**src/rtl/stack_unwinder_if.sv**
```systemverilog
// Purpose: bundles the unwind command handshake, operand-stack port and status of stack_unwinder.
// Latency: none (wiring only).
// Backpressure: cmd_valid/cmd_ready handshake; the stack side has no backpressure.
//
// Ports/signals:
//   cmd_valid/cmd_ready/cmd_keep/cmd_drop  unwind command from the control unit
//   stk_push_num/stk_pop_num/stk_push_data  requests driven into the operand stack
//   stk_win_a/b/c, stk_exceed_pop/push      stack top windows and under/overflow flags
//   busy/done/err                           sequencer status
// Modports: slave = the unwinder itself, master = control unit plus operand stack.
interface stack_unwinder_if #(
    parameter int WIDTH = 32,
    parameter int CNT_W = 10
);
    logic             cmd_valid;
    logic             cmd_ready;
    logic [1:0]       cmd_keep;
    logic [CNT_W-1:0] cmd_drop;

    logic             stk_push_num;
    logic [3:0]       stk_pop_num;
    logic [WIDTH-1:0] stk_push_data;
    logic [WIDTH-1:0] stk_win_a;
    logic [WIDTH-1:0] stk_win_b;
    logic [WIDTH-1:0] stk_win_c;
    logic             stk_exceed_pop;
    logic             stk_exceed_push;

    logic             busy;
    logic             done;
    logic             err;

    modport slave (
        input  cmd_valid, cmd_keep, cmd_drop,
        output cmd_ready,
        output stk_push_num, stk_pop_num, stk_push_data,
        input  stk_win_a, stk_win_b, stk_win_c, stk_exceed_pop, stk_exceed_push,
        output busy, done, err
    );

    modport master (
        output cmd_valid, cmd_keep, cmd_drop,
        input  cmd_ready,
        input  stk_push_num, stk_pop_num, stk_push_data,
        output stk_win_a, stk_win_b, stk_win_c, stk_exceed_pop, stk_exceed_push,
        input  busy, done, err
    );
endinterface

```
**src/rtl/stack_unwinder.sv**
```systemverilog
// Purpose: unwinds the operand stack for block exit/branch: keep top K (0..3), drop D below, re-push kept.
// Latency: accept -> done = 1 + ceil(D/15) + K + 1 cycles; shorter on an underflow abort.
// Backpressure: cmd_ready only in IDLE; commands offered while busy are held off until the IDLE cycle.
//
// Ports: clk, rst_n (async active-low), bus (stack_unwinder_if.slave): command handshake in,
//        stack push/pop/data out, stack windows and exceed flags in, busy/done/err out.
// All outputs come straight from registers; only the error detection looks at the stack flags.
module stack_unwinder #(
    parameter int WIDTH = 32,
    parameter int CNT_W = 10   // must be at least 4 so a 15-entry pop chunk fits in rem
) (
    input  logic              clk,
    input  logic              rst_n,
    stack_unwinder_if.slave   bus
);

    typedef enum logic [2:0] {
        IDLE,
        CAPTURE,
        DROP,
        RESTORE,
        DONE
    } state_t;

    state_t           state;
    logic [1:0]       keep_q;
    logic [1:0]       idx_q;
    logic [CNT_W-1:0] rem_q;
    logic             err_flag;
    logic [WIDTH-1:0] kv [3];

    // registered outputs
    logic             ready_q;
    logic             busy_q;
    logic             done_q;
    logic             err_q;
    logic             push_q;
    logic [3:0]       pop_q;
    logic [WIDTH-1:0] data_q;

    logic             err_hit;
    logic [CNT_W-1:0] rem_left;
    logic [WIDTH-1:0] win_kept;

    // Largest pop the stack port can express in one cycle.
    function automatic logic [3:0] pop_chunk(input logic [CNT_W-1:0] r);
        if (r > CNT_W'(15)) begin
            return 4'd15;
        end
        return r[3:0];
    endfunction

    // The exceed flags describe the request currently on the port, so they are
    // qualified with the registered request that produced them.
    assign err_hit  = ((pop_q != 4'd0) && bus.stk_exceed_pop) ||
                      (push_q && bus.stk_exceed_push);

    // pop_q never exceeds rem_q in DROP, so this cannot wrap.
    assign rem_left = rem_q - CNT_W'(pop_q);

    // Deepest kept value straight from the windows, used when RESTORE follows
    // CAPTURE directly and kv is not yet loaded.
    always_comb begin
        win_kept = '0;
        case (keep_q)
            2'd1:    win_kept = bus.stk_win_a;
            2'd2:    win_kept = bus.stk_win_b;
            2'd3:    win_kept = bus.stk_win_c;
            default: win_kept = '0;
        endcase
    end

    always_ff @(posedge clk or negedge rst_n) begin
        if (!rst_n) begin
            state    <= IDLE;
            keep_q   <= 2'd0;
            idx_q    <= 2'd0;
            rem_q    <= '0;
            err_flag <= 1'b0;
            kv[0]    <= '0;
            kv[1]    <= '0;
            kv[2]    <= '0;
            ready_q  <= 1'b0;
            busy_q   <= 1'b0;
            done_q   <= 1'b0;
            err_q    <= 1'b0;
            push_q   <= 1'b0;
            pop_q    <= 4'd0;
            data_q   <= '0;
        end else begin
            // Stack port and status pulses idle unless a state drives them below.
            push_q <= 1'b0;
            pop_q  <= 4'd0;
            data_q <= '0;
            done_q <= 1'b0;
            err_q  <= 1'b0;

            case (state)
                IDLE: begin
                    if (bus.cmd_valid && ready_q) begin
                        keep_q   <= bus.cmd_keep;
                        rem_q    <= bus.cmd_drop;
                        err_flag <= 1'b0;
                        ready_q  <= 1'b0;
                        busy_q   <= 1'b1;
                        pop_q    <= {2'b00, bus.cmd_keep};  // CAPTURE pops the kept values
                        state    <= CAPTURE;
                    end else begin
                        ready_q  <= 1'b1;
                    end
                end

                CAPTURE: begin
                    // Windows still show the pre-pop top during this cycle.
                    kv[0]    <= bus.stk_win_a;
                    kv[1]    <= bus.stk_win_b;
                    kv[2]    <= bus.stk_win_c;
                    err_flag <= err_flag | err_hit;
                    if (err_hit) begin
                        err_q  <= 1'b1;
                        done_q <= 1'b1;
                        state  <= DONE;
                    end else if (rem_q != '0) begin
                        pop_q  <= pop_chunk(rem_q);
                        state  <= DROP;
                    end else if (keep_q != 2'd0) begin
                        push_q <= 1'b1;
                        data_q <= win_kept;
                        idx_q  <= keep_q - 2'd1;
                        state  <= RESTORE;
                    end else begin
                        err_q  <= err_flag;
                        done_q <= 1'b1;
                        state  <= DONE;
                    end
                end

                DROP: begin
                    err_flag <= err_flag | err_hit;
                    rem_q    <= rem_left;
                    if (err_hit) begin
                        err_q  <= 1'b1;
                        done_q <= 1'b1;
                        state  <= DONE;
                    end else if (rem_left != '0) begin
                        pop_q  <= pop_chunk(rem_left);
                    end else if (keep_q != 2'd0) begin
                        push_q <= 1'b1;
                        data_q <= kv[keep_q - 2'd1];
                        idx_q  <= keep_q - 2'd1;
                        state  <= RESTORE;
                    end else begin
                        err_q  <= err_flag;
                        done_q <= 1'b1;
                        state  <= DONE;
                    end
                end

                RESTORE: begin
                    // Overflow is recorded but the remaining pushes still go out.
                    err_flag <= err_flag | err_hit;
                    if (idx_q == 2'd0) begin
                        err_q  <= err_flag | err_hit;
                        done_q <= 1'b1;
                        state  <= DONE;
                    end else begin
                        push_q <= 1'b1;
                        data_q <= kv[idx_q - 2'd1];
                        idx_q  <= idx_q - 2'd1;
                    end
                end

                DONE: begin
                    busy_q  <= 1'b0;
                    ready_q <= 1'b1;
                    state   <= IDLE;
                end

                default: begin
                    busy_q  <= 1'b0;
                    ready_q <= 1'b1;
                    state   <= IDLE;
                end
            endcase
        end
    end

    assign bus.cmd_ready     = ready_q;
    assign bus.busy          = busy_q;
    assign bus.done          = done_q;
    assign bus.err           = err_q;
    assign bus.stk_push_num  = push_q;
    assign bus.stk_pop_num   = pop_q;
    assign bus.stk_push_data = data_q;

endmodule

```
**src/flat_wrapper.sv**
```systemverilog
// flat-port wrapper written by rule: the top's interface ports become plain ports
module stack_unwinder_flat 
#(
    parameter int WIDTH = 32,
    parameter int CNT_W = 10                                                            
)
  (clk, rst_n, bus_cmd_valid, bus_cmd_keep, bus_cmd_drop, bus_cmd_ready, bus_stk_push_num, bus_stk_pop_num, bus_stk_push_data, bus_stk_win_a, bus_stk_win_b, bus_stk_win_c, bus_stk_exceed_pop, bus_stk_exceed_push, bus_busy, bus_done, bus_err);
  stack_unwinder_if #(.WIDTH(WIDTH), .CNT_W(CNT_W)) bus_i ();
  input  logic clk;
  input  logic rst_n;
  input wire logic [$bits(bus_i.cmd_valid)-1:0] bus_cmd_valid;
  input wire logic [$bits(bus_i.cmd_keep)-1:0] bus_cmd_keep;
  input wire logic [$bits(bus_i.cmd_drop)-1:0] bus_cmd_drop;
  output wire logic [$bits(bus_i.cmd_ready)-1:0] bus_cmd_ready;
  output wire logic [$bits(bus_i.stk_push_num)-1:0] bus_stk_push_num;
  output wire logic [$bits(bus_i.stk_pop_num)-1:0] bus_stk_pop_num;
  output wire logic [$bits(bus_i.stk_push_data)-1:0] bus_stk_push_data;
  input wire logic [$bits(bus_i.stk_win_a)-1:0] bus_stk_win_a;
  input wire logic [$bits(bus_i.stk_win_b)-1:0] bus_stk_win_b;
  input wire logic [$bits(bus_i.stk_win_c)-1:0] bus_stk_win_c;
  input wire logic [$bits(bus_i.stk_exceed_pop)-1:0] bus_stk_exceed_pop;
  input wire logic [$bits(bus_i.stk_exceed_push)-1:0] bus_stk_exceed_push;
  output wire logic [$bits(bus_i.busy)-1:0] bus_busy;
  output wire logic [$bits(bus_i.done)-1:0] bus_done;
  output wire logic [$bits(bus_i.err)-1:0] bus_err;
  assign bus_i.cmd_valid = bus_cmd_valid;
  assign bus_i.cmd_keep = bus_cmd_keep;
  assign bus_i.cmd_drop = bus_cmd_drop;
  assign bus_cmd_ready = bus_i.cmd_ready;
  assign bus_stk_push_num = bus_i.stk_push_num;
  assign bus_stk_pop_num = bus_i.stk_pop_num;
  assign bus_stk_push_data = bus_i.stk_push_data;
  assign bus_i.stk_win_a = bus_stk_win_a;
  assign bus_i.stk_win_b = bus_stk_win_b;
  assign bus_i.stk_win_c = bus_stk_win_c;
  assign bus_i.stk_exceed_pop = bus_stk_exceed_pop;
  assign bus_i.stk_exceed_push = bus_stk_exceed_push;
  assign bus_busy = bus_i.busy;
  assign bus_done = bus_i.done;
  assign bus_err = bus_i.err;
  stack_unwinder #(.WIDTH(WIDTH), .CNT_W(CNT_W)) u_core (.clk(clk), .rst_n(rst_n), .bus(bus_i));
endmodule
```
**config.mk**
```make
export PLATFORM = sky130hd
export DESIGN_NAME = stack_unwinder_flat
export DESIGN_NICKNAME = d
export VERILOG_FILES = /design/src/rtl/stack_unwinder_if.sv /design/src/rtl/stack_unwinder.sv /design/src/flat_wrapper.sv
export SDC_FILE = /design/constraint.sdc
export NUM_CORES = 1
export LEC_CHECK = 0
export CAP_MARGIN = 20
export CELL_PAD_IN_SITES_DETAIL_PLACEMENT = 2
export CELL_PAD_IN_SITES_GLOBAL_PLACEMENT = 2
export CORE_MARGIN = 2
export CORE_UTILIZATION = 34
export CTS_BUF_LIST = sky130_fd_sc_hd__clkbuf_16
export DETAILED_ROUTE_END_ITERATION = 10
export PLACE_DENSITY = 0.8
export SETUP_SLACK_MARGIN = 0.02
export SYNTH_ARGS = -nofsm -noshare
export SYNTH_HDL_FRONTEND = slang
export SYNTH_SLANG_ARGS = --single-unit
```
**constraint.sdc**
```tcl
create_clock -name clk -period 2.79 [get_ports clk]
set_input_delay 0.558 -clock clk [delete_from_list [all_inputs] [get_ports clk]]
set_output_delay 0.558 -clock clk [all_outputs]
set_load 0.01 [all_outputs]
```
==> metrics <==
max_cap viols=0; Post-Layout Cell Count=1222; Avg Inst Size Synth=10.8 um^2; R2R Setup Slk=0.18 ns; Root Buffer=clkbuf_16; routed vias=6932; initial antenna violation count=1; Required @ worst endpoint=3.14 ns; first-pass GRT wire length=46500 um; CTS sink cnt=155; total I/O pin count=154; syn nets=879; area growth from synthesis to layout=31.1%; nets=1018; Comb power frac=52.9%; FF+latch count, synth=155; clock network fraction of design power=17.3%; total grt overflow=0; Power Internal=0.00796 W; per-cell routed wire length=24.2 um; worst path bufs/invs=1; Distinct cells, synth=53; initial DRC count=386; Reg-to-Reg Start=u_core.bus.stk_pop_num[0]; setup total negative slack=0 ns; Max Fanout on Critical Path=34; slew margin rel.=35.7%; layout cell share with drive strength beyond 1=18.5%; CTS tree=yes; Setup crit start=u_core.bus.stk_pop_num[0]; worst r2r dst=u_core.idx_q[0]; Worst Clk Skew=0.0117 ns; Hold Path Class=primary input to async pin; gr usage total=23.6%; port bufs=153; Hold WS=0.0682 ns; Post-synth EDFFs=0; Mapped Area=0.00818 mm^2; CP delay by family, top=adder cells; met1 wire length=12800 um; outcome=finished clean; fin crit share=93.4%; Max clock buf depth=2; placed cell count=1195; Rows=56; Setup crit end kind=flip-flop; top_reg_cell synth=dfrtp_1; Highest Signal Layer=met5; Ant. Diodes=0; worst slew pin tran=0.964 ns; DRC Markers=0; P_leak=4.42 nW; hold buffers post-CTS=0; routability congestion estimate=0.852; total core area=0.0235 mm^2; register area share after synthesis=47.4%; HPWL after DPL=19100 um; RSZ-0062 raised after global routing=false; die span in x=159 um; Cells after Synth=756; WS Path Type=flip-flop to flip-flop; met2 WL=15300 um; CP peak stage delay=0.43 ns; Startpoint Class=flip-flop; Vias/cell=5.67; Pwr Density=1290 mW/mm^2; switching share of power=42.3%; Starting Density=34.7%; pin count of the biggest net entering global routing=101; register share of total power=29.7%; Net Sw Power=0.00584 W; routed length on met3=1070 um; Peak VDD IR=0.529 mV; minimum clock period=2.61 ns; Die H=159 um; Post-Place Worst Slack=0.192 ns; cells along the critical path=ha_1, fa_1, xnor2_1, nand4b_1, nor3_1, nand4_1, buf_12, a31o_1, a21oi_2; Max Clk Rate=384 MHz; final hold viol count=0; Clk pin slew, worst setup/hold paths=0.07 ns; Pre-antenna DRT Iters=5; Die ar.=0.0253 mm^2; Worst-Skew Late Latency=0.43 ns; Slowest cell on crit path=dfrtp_1; vias in the first global route=7875; H-tree Lvls=4; TritonCTS buffer count=17; R2R cell count=9; Routed WL=29600 um; final setup slack of the worst path=0.185 ns; Post-DRT Antenna Nets=0; yosys warns=0; ys async rst share=100%; Final Max Slew Viols=0; Final Setup Violations=0; Worst Path Arrival=2.95 ns
-- power by group through the flow --
stage | clock (W) | sequential [W] | combinational, W
finish | 0.00239 | 0.00410 | 0.00731
global route | 0.00253 | 0.00422 | 0.00796
CTS | 0.00244 | 0.00409 | 0.00735
detailed placement | 0 | 0.00410 | 0.00718
global placement | 0 | 0.00402 | 0.00693
floorplan | 0 | 0.00382 | 0.00500
-- flip-flops by register name, summed over array words and instances (netlist names) --
register and count:
u_core.keep_q 2, u_core.kv 96, u_core.bus.done 1, u_core.idx_q 2, u_core.rem_q 10, u_core.bus.stk_pop_num 4, u_core.state 3, u_core.bus.cmd_ready 1
u_core.bus.stk_push_data 32, u_core.bus.stk_push_num 1, u_core.bus.busy 1, u_core.err_flag 1, u_core.bus.err 1
-- per-stage QoR --
| step | util, % | instance area, um^2 | power, W |
|---|---|---|---|
| after floorplan | - | 8180 | 0.00882 |
| after global placement | 43.1 | 10100 | 0.0110 |
| after detailed placement | 43.1 | 10100 | 0.0113 |
| after CTS | 45.5 | 10700 | 0.0139 |
| after global routing | 45.5 | 10700 | 0.0147 |
| final | 45.5 | 10700 | 0.0138 |
-- synthesized netlist by cell type (2+ instances only) --
cell | count | area share [%]
o221ai_1 | 4 | 0.43
o21ai_0 | 11 | 0.67
a21o_1 | 2 | 0.18
inv_1 | 12 | 0.55
or3_1 | 3 | 0.23
buf_1 | 2 | 0.092
mux2_2 | 97 | 13
nand2b_1 | 4 | 0.31
buf_2 | 16 | 0.98
nor2_1 | 87 | 4.0
o21ai_1 | 34 | 2.1
a211o_1 | 2 | 0.21
o22a_1 | 33 | 3.5
clkbuf_1 | 38 | 1.7
dfrtp_1 | 155 | 47
xnor2_1 | 2 | 0.21
nand3_1 | 5 | 0.31
a31oi_1 | 4 | 0.31
ha_1 | 9 | 1.4
nand2_1 | 16 | 0.73
nor2b_1 | 3 | 0.23
nor3_1 | 5 | 0.31
o211ai_1 | 4 | 0.37
a222oi_1 | 32 | 3.9
o22ai_1 | 3 | 0.23
nand4_1 | 3 | 0.23
a221o_1 | 4 | 0.49
and3_1 | 3 | 0.23
a21oi_1 | 74 | 4.5
mux2i_1 | 65 | 8.0
a21boi_0 | 2 | 0.18
-- how the worst max path moves through the flow --
stage	endpoint	slack, ns	cells past startpoint
after CTS	u_core.idx_q[0]	0.13	9
after global routing	u_core.idx_q[0]	0.06	9
after global placement	u_core.idx_q[0]	0.34	10
after detailed placement	u_core.idx_q[1]	0.19	9
after floorplan	u_core.bus.stk_push_data[11]	0.42	9
final	u_core.idx_q[0]	0.18	9
-- kinds of logic after synthesis --
family          synth area share, %
compound gates                 18.1
mux                            21.3
flops                          47.4
simple gates                   7.68
buf+inv                        3.55
fa+ha+maj                      1.62
xor+xnor                      0.321
-- cell usage in the layout (no fill, tap or decap), types with 5 or more instances in the layout --
master / instances
clkinv_2: 5
clkdlybuf4s50_1: 152
o21ai_1: 34
o22a_1: 33
a21oi_1: 73
mux2i_1: 65
clkbuf_16: 17
o21ai_0: 11
buf_4: 20
dfrtp_1: 155
ha_2: 5
mux2_2: 97
a222oi_1: 32
inv_1: 11
nand2_1: 16
nor3_1: 5
nor2_1: 87
-- area by class of cell --
class                   instances  area (um^2)
inverters                      13         48.8
clock inverters                10          154
clock buffers                  17          425
fillers                      2461        12800
flip-flops and latches        155         3880
repair buffers                177         1760
well taps                     319          399
multi-input cells             531         4050
-- timing repair --
action | 4_1_cts | 5_1_grt
buffers inserted | 0 | 0
setup endpoints to repair | 0 | 3
resized for setup | 0 | 1
-- routing by layer --
layer	global-route usage, %	up-vias
li1	-	3097
met1	30.1	3652
met2	41.8	160
met3	4.06	21
met4	5.21	2
met5	0	-
No activity file was read; power rests on OpenSTA's default activity.
